[config.mk]
export PLATFORM = sky130hd
export DESIGN_NAME = serial_adder
export DESIGN_NICKNAME = d
export VERILOG_FILES = /design/src/rtl/serial_adder.sv
export SDC_FILE = /design/constraint.sdc
export NUM_CORES = 1
export LEC_CHECK = 0
export CAP_MARGIN = 10
export CORE_MARGIN = 4
export CORE_UTILIZATION = 25
export CTS_CLUSTER_DIAMETER = 30
export DETAILED_ROUTE_END_ITERATION = 8
export DONT_BUFFER_PORTS = 1
export HOLD_SLACK_MARGIN = 0.08
export SLEW_MARGIN = 20
export SYNTH_ARGS = -nofsm -noshare
export SYNTH_HDL_FRONTEND = slang
export SYNTH_SLANG_ARGS = --single-unit
[constraint.sdc]
create_clock -name i_clk -period 2.6 [get_ports i_clk]
set_input_delay 0 -clock i_clk [delete_from_list [all_inputs] [get_ports i_clk]]
set_output_delay 0 -clock i_clk [all_outputs]
set_load 0.02 [all_outputs]
[src/rtl/serial_adder.sv]
// Bit-serial adder: captures two WIDTH-bit operands plus carry-in on start and
// adds them LSB first, one bit per clock, presenting the registered sum on completion.
module serial_adder #(
  parameter int WIDTH = 4
) (
  input  logic             i_clk,
  input  logic             i_rst_n,
  input  logic             i_start,
  input  logic [WIDTH-1:0] i_op1,
  input  logic [WIDTH-1:0] i_op2,
  input  logic             i_carry,
  output logic             o_busy,
  output logic             o_done,
  output logic [WIDTH-1:0] o_res,
  output logic             o_carry
);

  localparam int CNT_W = (WIDTH > 1) ? $clog2(WIDTH) : 1;
  localparam logic [CNT_W-1:0] LAST_BIT = CNT_W'(WIDTH - 1);

  typedef enum logic [1:0] {
    IDLE = 2'd0,
    RUN  = 2'd1,
    DONE = 2'd2
  } state_e;

  state_e           state_q, state_d;
  logic [WIDTH-1:0] a_q, a_d;
  logic [WIDTH-1:0] b_q, b_d;
  logic             c_q, c_d;
  logic [WIDTH-1:0] sum_q, sum_d;
  logic [CNT_W-1:0] cnt_q, cnt_d;
  logic [WIDTH-1:0] res_q, res_d;
  logic             carry_q, carry_d;
  logic             done_q, done_d;
  logic             busy_q, busy_d;
  logic             bit_sum;
  logic             bit_carry;

  always_comb begin
    state_d   = state_q;
    a_d       = a_q;
    b_d       = b_q;
    c_d       = c_q;
    sum_d     = sum_q;
    cnt_d     = cnt_q;
    res_d     = res_q;
    carry_d   = carry_q;
    done_d    = done_q;
    busy_d    = busy_q;
    bit_sum   = a_q[0] ^ b_q[0] ^ c_q;
    bit_carry = (a_q[0] & b_q[0]) | (c_q & (a_q[0] ^ b_q[0]));

    case (state_q)
      IDLE: begin
        if (i_start) begin
          a_d     = i_op1;
          b_d     = i_op2;
          c_d     = i_carry;
          cnt_d   = '0;
          busy_d  = 1'b1;
          state_d = RUN;
        end
      end
      RUN: begin
        a_d   = a_q >> 1;
        b_d   = b_q >> 1;
        c_d   = bit_carry;
        // New sum bit enters at the MSB so after WIDTH shifts bit 0 sits at the LSB.
        sum_d = sum_q >> 1;
        sum_d[WIDTH-1] = bit_sum;
        cnt_d = cnt_q + CNT_W'(1);
        if (cnt_q == LAST_BIT) begin
          res_d   = sum_d;
          carry_d = bit_carry;
          done_d  = 1'b1;
          busy_d  = 1'b0;
          state_d = DONE;
        end
      end
      DONE: begin
        done_d  = 1'b0;
        state_d = IDLE;
      end
      default: begin
        done_d  = 1'b0;
        busy_d  = 1'b0;
        state_d = IDLE;
      end
    endcase
  end

  always_ff @(posedge i_clk or negedge i_rst_n) begin
    if (!i_rst_n) begin
      state_q <= IDLE;
      a_q     <= '0;
      b_q     <= '0;
      c_q     <= 1'b0;
      sum_q   <= '0;
      cnt_q   <= '0;
      res_q   <= '0;
      carry_q <= 1'b0;
      done_q  <= 1'b0;
      busy_q  <= 1'b0;
    end else begin
      state_q <= state_d;
      a_q     <= a_d;
      b_q     <= b_d;
      c_q     <= c_d;
      sum_q   <= sum_d;
      cnt_q   <= cnt_d;
      res_q   <= res_d;
      carry_q <= carry_d;
      done_q  <= done_d;
      busy_q  <= busy_d;
    end
  end

  assign o_busy  = busy_q;
  assign o_done  = done_q;
  assign o_res   = res_q;
  assign o_carry = carry_q;

endmodule

Yosys cells after proc, flatten, opt, wreduce, memory -nomap -nowiden
Index checks and enable logic that the tools add are counted.
{ "word_totals": {"output_inout_bits": 7, "word_cells": 46, "inputBits": 12, "regBits": 24} }
{ "op_classes": {"mux": 16, "n_bitwise": 7, "add_sub_neg": 1, "n_eq_ne": 5, "reduce_logical": 7} }
{ "op_table": {"columns": ["op", "n"], "rows": [
  ["$pmux 4 s2", 2],
  ["$mux 4", 2],
  ["$pmux 2 s2", 2],
  ["$reduce_and 2->1", 4],
  ["$mux 2", 3],
  ["$eq 2x2->1 const B", 2],
  ["$mux 1", 4],
  ["$ne 2x2->1 const B", 2],
  ["$pmux 1 s2", 2],
  ["$pmux 1 s3", 1],
  ["$reduce_and 3->1", 1],
  ["$add 2x1->2 const B", 1],
  ["$and 1x1->1", 2],
  ["$eq 2x1->1 const B", 1],
  ["$logic_not 2->1", 1],
  ["$not 1->1", 2],
  ["$reduce_bool 2->1", 1],
  ["$xor 1x1->1", 2],
  ["$or 1x1->1", 1]
]} }

Logic depth before layout (Yosys ltp)
{ "depth": {"depth_word": 4, "mapped_depth": 4} }

Least setup slack after synthesis
OpenSTA, ideal clock, no wires.
{ "synth_path": {"path_type": "register to register", "from": "reg cnt_q[0]", "to": "reg carry_q, in the netlist o_carry", "path_stages_with_launch": 4, "arrival_time_ns": 1.130, "period_less_slack_ns": 1.255, "slack_ns": 1.345, "required_ns": 2.475, "path_cell_list": "dfrtp_1 ha_1 nand3_1 mux2_2"} }
{ "synth_between": {"elab_chain_len": 2} }
{ "synth_rtl": {"columns": ["element", "line_no", "rtl"], "rows": [
  ["start, declared", "32", "logic [CNT_W-1:0] cnt_q, cnt_d;"],
  ["start signal, assigned", "111", "cnt_q <= cnt_d;"],
  ["$eq 2x2->1", "73", "if (cnt_q == LAST_BIT) begin"],
  ["$reduce_and 2->1 (no source line)", null, null],
  ["end signal, assigned", "113", "carry_q <= carry_d;"],
  ["end, declared", "34", "logic carry_q, carry_d;"]
]} }
Every way passes these cells.
A chain may end at the register's enable or synchronous reset.

Worst setup path after layout
{ "layout_path": {"from": "reg state_q[1]", "to": "reg a_q[3]"} }
{ "layout_between": {"elab_chain_len": 3, "word_cells_on_any_way": 6, "classes_between": "2 x eq/ne; 1 x mux; 3 x reduce/logical"} }
{ "layout_rtl": {"columns": ["element", "line_no", "rtl"], "rows": [
  ["start, declared", "27", "state_e state_q, state_d;"],
  ["start signal, assigned", "106", "state_q <= state_d;"],
  ["$eq 2x1->1 / $logic_not 2->1 (equally long branches)", "54", "case (state_q)"],
  ["$reduce_bool 2->1 (no source line) / $ne 2x2->1 (equally long branches)", null, null],
  ["$reduce_and 2->1 (no source line)", null, null],
  ["end signal, assigned", "96", "a_q <= '0;"],
  ["end signal, assigned", "107", "a_q <= a_d;"],
  ["end, declared", "28", "logic [WIDTH-1:0] a_q, a_d;"]
]} }
Parallel ways exist; a longest one is shown, timed or not.

==> impl_metrics.env <==
export IMPL_ir_worst_vdd_v=0.0005256
export IMPL_total_leakage_power_uw=0.0005117
export IMPL_vias_per_cell=4.727
export IMPL_drtIter0Drc=14
export IMPL_cp_arrival_ps=2350
export IMPL_setup_ws_ps=447.1
export IMPL_die_width_um=71
export IMPL_drtAntennaViolNets=0
export IMPL_drive_gt1_frac=0.1471
export IMPL_pwr_share_clk=0.148
export IMPL_power_frac_comb=0.332
export IMPL_core_area_um2=3744
export IMPL_grt_pass1_vias=787
export IMPL_path_clk_slew_ps=80
export IMPL_tightestPinTransition_ps=517.2
export IMPL_syn_avg_cell_area_um2=11.54
export IMPL_start_kind="flip-flop"
export IMPL_drv_slew=0
export IMPL_final_common_cell="dfrtp_1"
export IMPL_drt_wl_total_mm=2.083
export IMPL_status="finished clean"
export IMPL_required_ps=2800
export IMPL_netlist_area_um2=992.2
export IMPL_wire_per_inst_um=13.89
export IMPL_switching_share=0.3836
export IMPL_yosys_warnings=0
export IMPL_clockBufferDepth=2
export IMPL_p_int_uw=906.1
export IMPL_crit_fanout=13
export IMPL_placed_cell_area_um2=1033
export IMPL_n_antenna_cell=0
export IMPL_vias=709
export IMPL_period_needed_ps=2153
export IMPL_hold_viol=0
export IMPL_pwr_density_cell_nw_per_um2=1191
export IMPL_overflow=0
export IMPL_drv_cap=0
export IMPL_min_path_type="primary input to flip-flop"
export IMPL_slew_headroom=0.6552
export IMPL_path_class="flip-flop to flip-flop"
export IMPL_port_buffers=0
export IMPL_grt_pass1_wl_mm=3.719
export IMPL_num_rows=22
export IMPL_cts_tree="done"
export IMPL_h_tree_depth=1
export IMPL_die_h_um=71
export IMPL_synthCells=86
export IMPL_synth_nets=100
export IMPL_cts_root_buf="clkbuf_8"
export IMPL_start_util=0.2650
export IMPL_cts_sinks=23
export IMPL_fin_area_um2=1234
export IMPL_finalPower_uw=1470
export IMPL_final_cell_mix="dfrtp_1, dlygate4sd3_1, nor2_1"
export IMPL_p_sw_uw=563.8
export IMPL_ios=19
export IMPL_dp_hpwl_mm=1.473
export IMPL_dp_slack_ps=1090
export IMPL_grt_antenna_before_repair=0
export IMPL_r2r_setup_slack_ps=450
export IMPL_synth_cell_types=21
export IMPL_grt_max_degree=24
export IMPL_final_period_utilization=0.8280
export IMPL_die_area_um2=5041
export IMPL_dr_pass1_iters=4
export IMPL_rsz0062_at_grt="false"
export IMPL_fin_skew_ps=4.391
export IMPL_gp_congestion=0.7763
export IMPL_max_freq_mhz=464.5
export IMPL_tns_ps=0
export IMPL_syn_to_final_growth_pct=24.34
export IMPL_nets=117
export IMPL_grtUsageTotal=0.09193
export IMPL_drc=0
export IMPL_crit_path_end_kind="flip-flop"
export IMPL_synth_seq_cells=23
export IMPL_cts_buffers=3
export IMPL_ys_seq_area_frac=0.5801
export IMPL_seqPwrFrac=0.520
export IMPL_setup_viol=0
export IMPL_clkLatencyLatePin_ps=260
## cell usage after synthesis, drive strengths merged
| cell | number | area, um^2 |
|---|---|---|
| dfrtp | 23 | 575.6 |
| nor2 | 12 | 45.04 |
| o21ai | 9 | 45.04 |
| mux2 | 8 | 90.09 |
| o22ai | 6 | 37.54 |
| o32ai | 6 | 52.55 |
| inv | 4 | 15.01 |
| buf | 3 | 15.01 |
| nand2 | 3 | 11.26 |
| nand2b | 2 | 15.02 |
| a21oi | 1 | 5.000 |
| clkbuf | 1 | 3.750 |
| fa | 1 | 20.02 |
| ha | 1 | 12.51 |
| mux2i | 1 | 10.01 |
| nand3 | 1 | 5.000 |
| nor2b | 1 | 6.260 |
| o221a | 1 | 11.26 |
| or2 | 1 | 6.260 |
| or4b | 1 | 10.01 |
## registers in the layout, indices dropped and copies added (netlist names)
| name | flops |
|---|---|
| o_done | 1 |
| c_q | 1 |
| o_busy | 1 |
| sum_q | 3 |
| state_q | 2 |
| cnt_q | 2 |
| o_res | 4 |
| b_q | 4 |
| a_q | 4 |
| o_carry | 1 |
## kinds of logic after synthesis
| family | synth area share |
|---|---|
| flip-flops | 0.5801 |
| adder cells (fa/ha/maj) | 0.03279 |
| AND/OR/NAND/NOR | 0.09963 |
| multiplexers | 0.1009 |
| AO/OA/AOI/OAI | 0.1526 |
| buffers and inverters | 0.03404 |
## what timing repair did
item,in CTS,in global routing
resized for setup,0,0
hold buffers,15,1
buffers inserted,0,0
hold endpoints to repair,36,23
## layout make-up
type | instances | area (um^2)
inverter | 4 | 15.01
sequential | 23 | 575.6
clock buffer | 4 | 45.04
multi-input combinational | 55 | 382.9
timing repair buffer | 16 | 155.1
fill | 389 | 2510
tap | 48 | 60.06
## power by group through the flow
| stage | Combinational [uW] | Sequential, uW | Clock, uW |
|---|---|---|---|
| global route | 572 | 794 | 249 |
| finish | 488 | 765 | 217 |
| detailed placement | 459 | 776 | 0 |
| global placement | 428 | 767 | 0 |
| CTS | 498 | 769 | 223 |
| floorplan | 413 | 705 | 0 |
## worst paths after layout
kind	from	endpoint	depth (start not counted)
min in group asynchronous	i_rst_n	sum_q[1]	2
min	i_start	b_q[1]	3
min reg2reg	sum_q[1]	sum_q[1]	1
max reg2reg	state_q[1]	a_q[3]	5
max in group asynchronous	i_rst_n	b_q[0]	2
max	state_q[1]	a_q[3]	5
## stage by stage
stage                     instances  utilization  hold WS (ps)
after floorplan                  86            -        -295.6
after global placement          130       0.2761        -294.9
after detailed placement        130       0.2761        -294.9
after CTS                       149       0.3282         125.5
after global routing            150       0.3295         146.8
final                           150       0.3295         128.8
## routing by layer
layer	global-route usage	vias up	part of all wire
met1	0.1104	353	0.42
met5	0	-	0
met3	0.02273	2	0.041
li1	-	344	-
met4	0.03132	0	0.0038
met2	0.1596	10	0.54
## worst max-delay path, cell delays in order, from the launching register on
cell,delay [ps]
dfrtp_1,500
nor2b_1,230
nand2_1,80
dlygate4sd3_1,550
o21ai_0,160
dlygate4sd3_1,570
Power figures use the tool's default switching activity.
